--- config.mk ---
export PLATFORM = sky130hd
export DESIGN_NAME = pe_array_sequencer
export DESIGN_NICKNAME = d
export VERILOG_FILES = /design/src/rtl/pe_array_sequencer.sv
export SDC_FILE = /design/constraint.sdc
export NUM_CORES = 1
export LEC_CHECK = 0
export ABC_AREA = 1
export BUFFER_PORTS_ARGS = -buffer_cell sky130_fd_sc_hd__buf_4
export CORE_UTILIZATION = 35
export DETAILED_ROUTE_END_ITERATION = 6
export PLACE_DENSITY_LB_ADDON = 0.05
export SLEW_MARGIN = 20
export SYNTH_ARGS = -nofsm -noshare
export SYNTH_HDL_FRONTEND = slang
export SYNTH_SLANG_ARGS = --single-unit
--- constraint.sdc ---
create_clock -name clk -period 5.1 [get_ports clk]
set_input_delay 0.51 -clock clk [delete_from_list [all_inputs] [get_ports clk]]
set_output_delay 0.51 -clock clk [all_outputs]
set_load 0.01 [all_outputs]
--- src/rtl/pe_array_sequencer.sv ---
// Sequencer for one convolution pass on the PE chain: filter load, IFMap load, start, psum drain.
// Optional build macro PE_SEQ_STALL_CNT_EN adds the stall_cycles backpressure counter output.
module pe_array_sequencer #(
    parameter int unsigned N                        = 4,
    parameter int unsigned N_WIDTH                  = 2,
    parameter int unsigned GLOBAL_BUFFER_ADDR_WIDTH = 8,
    parameter int unsigned FILTER_SIZE_WIDTH        = 4,
    parameter int unsigned IFMAP_SIZE_WIDTH         = 5,
    parameter int unsigned FILTER_BASE              = 0,
    parameter int unsigned IFMAP_BASE               = 64,
    parameter int unsigned PSUM_BASE                = 192
) (
    input  logic                                clk,
    input  logic                                rst,
    input  logic                                Start,
    input  logic [FILTER_SIZE_WIDTH-1:0]        filter_size,
    input  logic [IFMAP_SIZE_WIDTH-1:0]         ifmap_size,
    input  logic [GLOBAL_BUFFER_ADDR_WIDTH-1:0] num_psum,
    input  logic [N-1:0]                        ready_filter,
    input  logic [N-1:0]                        ready_ifmap,
    input  logic                                done_in,
    input  logic                                valid_psum,
    output logic [GLOBAL_BUFFER_ADDR_WIDTH-1:0] raddr_global_buffer,
    output logic [GLOBAL_BUFFER_ADDR_WIDTH-1:0] waddr_global_buffer,
    output logic                                wen_global_buffer,
    output logic [N-1:0]                        wen_filter,
    output logic [N-1:0]                        wen_ifmap,
    output logic                                ren_psum,
    output logic                                Start_pe,
    output logic                                busy,
    output logic                                Done
`ifdef PE_SEQ_STALL_CNT_EN
    ,
    output logic [15:0]                         stall_cycles
`endif
);

    localparam int unsigned AW = GLOBAL_BUFFER_ADDR_WIDTH;
    localparam int unsigned KW = (FILTER_SIZE_WIDTH > IFMAP_SIZE_WIDTH) ?
                                 FILTER_SIZE_WIDTH : IFMAP_SIZE_WIDTH;

    typedef enum logic [2:0] {
        StIdle,
        StLoadFlt,
        StLoadIfm,
        StStart,
        StRun,
        StFin
    } state_t;

    state_t                         r_state;
    logic   [N_WIDTH-1:0]           r_pe_idx;
    logic   [KW-1:0]                r_k;
    logic   [FILTER_SIZE_WIDTH-1:0] r_flt_size;
    logic   [IFMAP_SIZE_WIDTH-1:0]  r_ifm_size;
    logic   [AW-1:0]                r_num_psum;
    logic   [AW-1:0]                r_wr_cnt;
    logic                           r_done_seen;

    logic          w_in_flt;
    logic          w_in_ifm;
    logic          w_in_load;
    logic [KW-1:0] w_cur_size;
    logic          w_cur_ready;
    logic          w_load_wr;
    logic          w_last_word;
    logic          w_last_pe;
    logic [AW-1:0] w_offset;
    logic [N-1:0]  w_pe_onehot;
    logic          w_psum_wr;
    logic [AW-1:0] w_wr_cnt_nxt;
    logic          w_run_exit;
    logic          w_zero_size;

    assign w_in_flt    = (r_state == StLoadFlt);
    assign w_in_ifm    = (r_state == StLoadIfm);
    assign w_in_load   = w_in_flt | w_in_ifm;
    assign w_cur_size  = w_in_flt ? KW'(r_flt_size) : KW'(r_ifm_size);
    assign w_cur_ready = w_in_flt ? ready_filter[r_pe_idx] : ready_ifmap[r_pe_idx];
    assign w_load_wr   = w_in_load & w_cur_ready;
    assign w_last_word = (r_k == (w_cur_size - KW'(1)));
    assign w_last_pe   = (r_pe_idx == N_WIDTH'(N - 1));
    // Offset is formed at address width so wrap-around matches the buffer's modulo addressing.
    assign w_offset    = (AW'(r_pe_idx) * AW'(w_cur_size)) + AW'(r_k);
    assign w_pe_onehot = N'(1) << r_pe_idx;

    // Words beyond num_psum are left in the FIFO while waiting for done_in.
    assign w_psum_wr    = (r_state == StRun) & valid_psum & (r_wr_cnt != r_num_psum);
    assign w_wr_cnt_nxt = r_wr_cnt + AW'(w_psum_wr);
    assign w_run_exit   = (w_wr_cnt_nxt == r_num_psum) & (r_done_seen | done_in);

    assign w_zero_size = (filter_size == '0) | (ifmap_size == '0) | (num_psum == '0);

    always_comb begin
        raddr_global_buffer = '0;
        if (w_in_flt) begin
            raddr_global_buffer = AW'(FILTER_BASE) + w_offset;
        end else if (w_in_ifm) begin
            raddr_global_buffer = AW'(IFMAP_BASE) + w_offset;
        end
    end

    assign waddr_global_buffer = (r_state == StRun) ? (AW'(PSUM_BASE) + r_wr_cnt) : '0;
    assign wen_global_buffer   = w_psum_wr;
    assign ren_psum            = w_psum_wr;
    assign wen_filter          = (w_in_flt & w_cur_ready) ? w_pe_onehot : '0;
    assign wen_ifmap           = (w_in_ifm & w_cur_ready) ? w_pe_onehot : '0;
    assign Start_pe            = (r_state == StStart);
    assign Done                = (r_state == StFin);
    assign busy                = (r_state != StIdle);

    always_ff @(posedge clk) begin
        if (rst) begin
            r_state     <= StIdle;
            r_pe_idx    <= '0;
            r_k         <= '0;
            r_flt_size  <= '0;
            r_ifm_size  <= '0;
            r_num_psum  <= '0;
            r_wr_cnt    <= '0;
            r_done_seen <= 1'b0;
        end else begin
            case (r_state)
                StIdle: begin
                    if (Start) begin
                        if (w_zero_size) begin
                            r_state <= StFin;
                        end else begin
                            r_flt_size  <= filter_size;
                            r_ifm_size  <= ifmap_size;
                            r_num_psum  <= num_psum;
                            r_pe_idx    <= '0;
                            r_k         <= '0;
                            r_wr_cnt    <= '0;
                            r_done_seen <= 1'b0;
                            r_state     <= StLoadFlt;
                        end
                    end
                end
                StLoadFlt, StLoadIfm: begin
                    if (w_load_wr) begin
                        if (w_last_word) begin
                            r_k <= '0;
                            if (w_last_pe) begin
                                r_pe_idx <= '0;
                                r_state  <= w_in_flt ? StLoadIfm : StStart;
                            end else begin
                                r_pe_idx <= r_pe_idx + N_WIDTH'(1);
                            end
                        end else begin
                            r_k <= r_k + KW'(1);
                        end
                    end
                end
                StStart: r_state <= StRun;
                StRun: begin
                    r_wr_cnt <= w_wr_cnt_nxt;
                    if (done_in) begin
                        r_done_seen <= 1'b1;
                    end
                    if (w_run_exit) begin
                        r_state <= StFin;
                    end
                end
                StFin:   r_state <= StIdle;
                default: r_state <= StIdle;
            endcase
        end
    end

`ifdef PE_SEQ_STALL_CNT_EN
    logic [15:0] r_stall_cnt;
    logic        w_stall;

    assign w_stall = (w_in_load & ~w_cur_ready) | ((r_state == StRun) & ~valid_psum);

    always_ff @(posedge clk) begin
        if (rst) begin
            r_stall_cnt <= '0;
        end else if ((r_state == StIdle) && Start) begin
            r_stall_cnt <= '0;
        end else if (w_stall && (r_stall_cnt != 16'hFFFF)) begin
            r_stall_cnt <= r_stall_cnt + 16'd1;
        end
    end

    assign stall_cycles = r_stall_cnt;
`endif

endmodule
# == Yosys cells after proc, flatten, opt, wreduce, memory -nomap -nowiden ==
# Index checks and enable logic that the tools add are counted.
# totals
wordCells,96
ff_bits,36
out_inout_bits,29
# op_classes
bitwise,11
n_lt_le_gt_ge,1
add_sub_neg,7
n_mux,37
eq_ne,16
reduce_logical,14
n_mul,1
n_shift,1
# ops
operator,n
$mux W8,5
$mux W5,5
$mux W3,6
$pmux W8 S2,1
$ne A2 B2 Y1 const B,7
$pmux W3 S4,1
$mux W2,5
$pmux W5 S2,1
$reduce_and A5 Y1,2
$add A7 B5 Y8,1
$add A7 B8 Y8 const A,1
$add A8 B1 Y8,1
$add A8 B8 Y8 const A,1
$eq A8 B8 Y1,1
$logic_not A8 Y1,1
$mux W4,2
$ne A8 B8 Y1,1
$reduce_and A4 Y1,2
$mul A2 B5 Y7,1
$mux W1,7
$and A1 B1 Y1,6
$eq A3 B2 Y1 const B,2
$eq A3 B3 Y1 const B,2
$reduce_and A3 Y1,2
other kinds (19),24

# == Longest topological paths before layout ==
# logic_depth
word_depth,8
ltp_mapped,20
mapped_depth_nobuf,20

# == Least setup slack after synthesis ==
# Ideal clock, no wire load.
# synth_path
path_type,reg-to-output
startpoint,reg r_state[0]
endpoint,out raddr_global_buffer[5]
path_stages_with_launch,16
setup_slack_ns,1.767
arrival_ns,2.823
path_buffers,2
required_ns,4.590
path_cell_list,dfxtp_1 -> buf_2 -> nand3_4 -> buf_6 -> o21ai_1 -> nand2_1 -> fa_1 -> inv_1 -> ha_1 -> inv_1 -> fa_1 -> inv_1 -> a21oi_1 -> o21ba_2 -> or2_2 -> a21oi_1
# synth_via
elab_chain_cells,7
word_cells_on_any_way,8
cone_classes,add/sub (2); mul (1); eq/ne (2); mux (3)
# synth_lines
element,line,rtl
"start, declared",51,state_t r_state;
"start signal, assigned",114,r_state <= StIdle;
"start signal, assigned",127,r_state <= StFin;
"start signal, assigned",136,r_state <= StLoadFlt;
$eq A3 B1 Y1,75,assign w_in_flt = (r_state == StLoadFlt);
$mux W5,78,assign w_cur_size = w_in_flt ? KW'(r_flt_size) : KW'(r_ifm_size);
$mul A2 B5 Y7,84,assign w_offset = (AW'(r_pe_idx) * AW'(w_cur_size)) + AW'(r_k);
$add A7 B5 Y8,84,
$add A7 B8 Y8,99,raddr_global_buffer = AW'(IFMAP_BASE) + w_offset;
$mux W8,98,end else if (w_in_ifm) begin
$mux W8 (*),96,if (w_in_flt) begin
"end, declared",23,"output logic [GLOBAL_BUFFER_ADDR_WIDTH-1:0] raddr_global_buffer,"
# Mark *: on every way between the ends. The rest lies on a longest branch, timed or not.

# == Final worst setup path ==
# Same ends and word-level chain as after synthesis.

==> out/metrics.csv <==
metric,value,unit
Total GRT Usage,19.0,%
final WL,7540,um
clock-pin slew on the worst setup and hold paths,0.07,ns
Die Span X,91.3,um
final setup fails,0,
initial DRC count,153,
DP HPWL,5950,um
multi-input logic area,1740,sq um
Non-Filler Instances,609,
WL/cell,12.4,um
Seq. cell area,721,sq um
register area share after synthesis,25.8,%
gr ovfl total,0,
cells after synthesis,451,
clock period minus worst slack,3.93,ns
clock buffer depth,2,
CP Data Arrival Time,3.42,ns
root buffer cell,clkbuf_8,
DRT Pass-1 Iters,4,
Power Total,0.00145,W
vias in the first global route,2648,
"delay-heaviest family, CP",adder cells,
# DRC,0,
"Req. time, crit path",4.59,ns
latest clock arrival within the worst-skew pair,0.29,ns
Hold Crit Class,reg -> reg,
# H-tree levels,2,
Crit-path slowest cell,dfxtp_1,
Max Cap Viol,0,
clk sink count,36,
Crit. End Element,primary output,
global-route wire length before repair,12700,um
row count,32,
Syn-to-layout area delta,21.6,%
Power per Cell Area,428,nW/um^2
Final Cell Area,3390,sq um
final hold slack,0.453,ns
share of cells above drive strength 1,17.0,%
cell mode on critical path,inv_1,
CTS Hold Bufs,0,
FILL cells,850,
period utilization,77.1,%
Post-Syn Area per Cell,6.18,sq um
Final Skew,0.00272,ns
CP max stage delay,0.55,ns
post-route setup TNS,0,ns
Worst VDD drop,0.000190,V
Critical Path Start Type,register,
final hold violations,0,
drt via density,4.73,
Port Buffers,58,
DRT antenna net count,0,
Final #Nets,555,
crit-path cells,nand3_4 -> o21ai_1 -> nand2_1 -> fa_1 -> inv_1 -> ha_1 -> inv_1 -> fa_1 -> inv_1 -> a21oi_1 -> o21ba_2 -> or2_2 -> a21oi_1 -> buf_4,
DP Area,3300,sq um
Fmax achieved,254,MHz
largest net degree at the start of global routing,26,
RSZ-0062 raised after global routing,false,
die extent in y,91.3,um
# resized after CTS,0,
CTS buffer count,5,
antenna cell count,0,
Post-CTS Setup Inserts,0,
status,"complete, no violations",
IO Pins,59,
crit-path max FO,14,
die footprint,8330,sq um
Leak,1.65,nW
Mapped Nets,500,
initial antenna violation count,0,
placed cells,601,
worst slew pin tran,0.582,ns
core outline area,7730,sq um
Initial Util,36.1,%
Slew Limit Fails,0,
Worst slew margin,61.2,%
CP Buf/Inv Count,4,
Final GP Congestion,0.819,
CTS tree,yes,
Seq cells post-synth,36,
Post-Syn Area,2790,sq um
"Distinct cells, synth",34,
YS warnings,0,
via count,2879,
Worst Setup Path Type,reg -> out,
layer usage:
| metal | GRT usage (%) | up-vias | part of all wire [%] |
|---|---|---|---|
| met3 | 2.93 | 10 | 4.3 |
| met5 | 0 | - | 0 |
| met4 | 6.61 | 0 | 1.7 |
| li1 | - | 1534 | - |
| met1 | 23.1 | 1258 | 45 |
| met2 | 34.0 | 77 | 49 |
cells in the final DEF (no fill, tap or decap), drive strengths merged:
cell,instances
clkbuf,8
a21oi,37
o21ai,27
xor2,9
nor3b,1
buf,59
o211ai,1
nor4,1
inv,72
nand3b,1
o21ba,1
a221oi,1
nand3,30
mux2i,1
nor2,71
a211oi,4
o21bai,1
nand4,6
or2,2
nor3,6
dfxtp,36
and3,1
nand2,112
ha,14
fa,5
cells by family (layout without fill, tap and decap cells):
| group | Yosys count | count (layout) | share of synthesized area, % |
|---|---|---|---|
| muxes | 1 | 1 | 0.359 |
| and+or+nand+nor | 231 | 231 | 35.4 |
| buffers and inverters | 83 | 139 | 11.8 |
| xor gates and xnor gates | 9 | 9 | 2.83 |
| adders and majority gates | 19 | 19 | 9.87 |
| AOI/OAI and AO/OA | 72 | 72 | 13.9 |
| DFF | 36 | 36 | 25.8 |
sequential cells by signal, summed over array words and instances (netlist names):
register     count
r_wr_cnt         8
r_state          3
r_pe_idx         2
r_flt_size       4
r_num_psum       8
r_k              5
r_ifm_size       5
r_done_seen      1
report_power, final:
part | switching (W) | internal [W] | leakage, nW | total [W]
registers | 0.0000614 | 0.000346 | 0.295 | 0.000408
logic | 0.000538 | 0.000290 | 1.31 | 0.000828
clock network | 0.000104 | 0.000110 | 0.0455 | 0.000214
Yosys cell counts (all sizes together):
cell | count | share of area, %
nor4 | 1 | 0.22
xor2 | 9 | 2.8
ha | 14 | 6.3
nand2 | 112 | 16
nor2 | 71 | 10
fa | 5 | 3.6
clkbuf | 4 | 0.54
nand3 | 30 | 5.8
nand4 | 6 | 1.3
nand3b | 1 | 0.27
mux2i | 1 | 0.36
inv | 72 | 9.7
o21bai | 1 | 0.27
a211oi | 4 | 1.1
nor3 | 6 | 1.1
dfxtp | 36 | 26
and3 | 1 | 0.22
nor3b | 1 | 0.27
a221oi | 1 | 0.31
o211ai | 1 | 0.27
buf | 7 | 1.6
or2 | 2 | 0.45
o21ba | 1 | 0.36
a21oi | 37 | 6.8
o21ai | 27 | 4.8
tightest hold or removal path, cell delays in order, from the launching register on:
cell and delay (ns):
dfxtp_1 0.31, inv_1 0.05, a21oi_1 0.05
per-stage QoR:
stage	worst slack, ns	utilization [%]
final	1.17	43.9
after global routing	0.895	43.9
after CTS	1.15	43.9
after detailed placement	1.48	42.7
after global placement	1.58	42.7
after floorplan	1.77	-
area by class of cell:
| cell class | instances | area share, % |
|---|---|---|
| tap | 102 | 3.76 |
| timing repair buffer | 59 | 13.1 |
| sequential | 36 | 21.3 |
| multi-input combinational | 332 | 51.3 |
| clock buffer | 8 | 2.66 |
| inverter | 72 | 7.97 |
worst paths after layout:
path	start	endpoint	slack (ns)	cells after the start
worst max-delay path	r_state[0]	raddr_global_buffer[5]	1.17	14
worst min-delay path	r_done_seen	r_done_seen	0.45	2
worst max register to register	r_state[0]	r_wr_cnt[6]	1.99	9
worst min register to register	r_done_seen	r_done_seen	0.45	2
(Power assumes the default switching activity.)
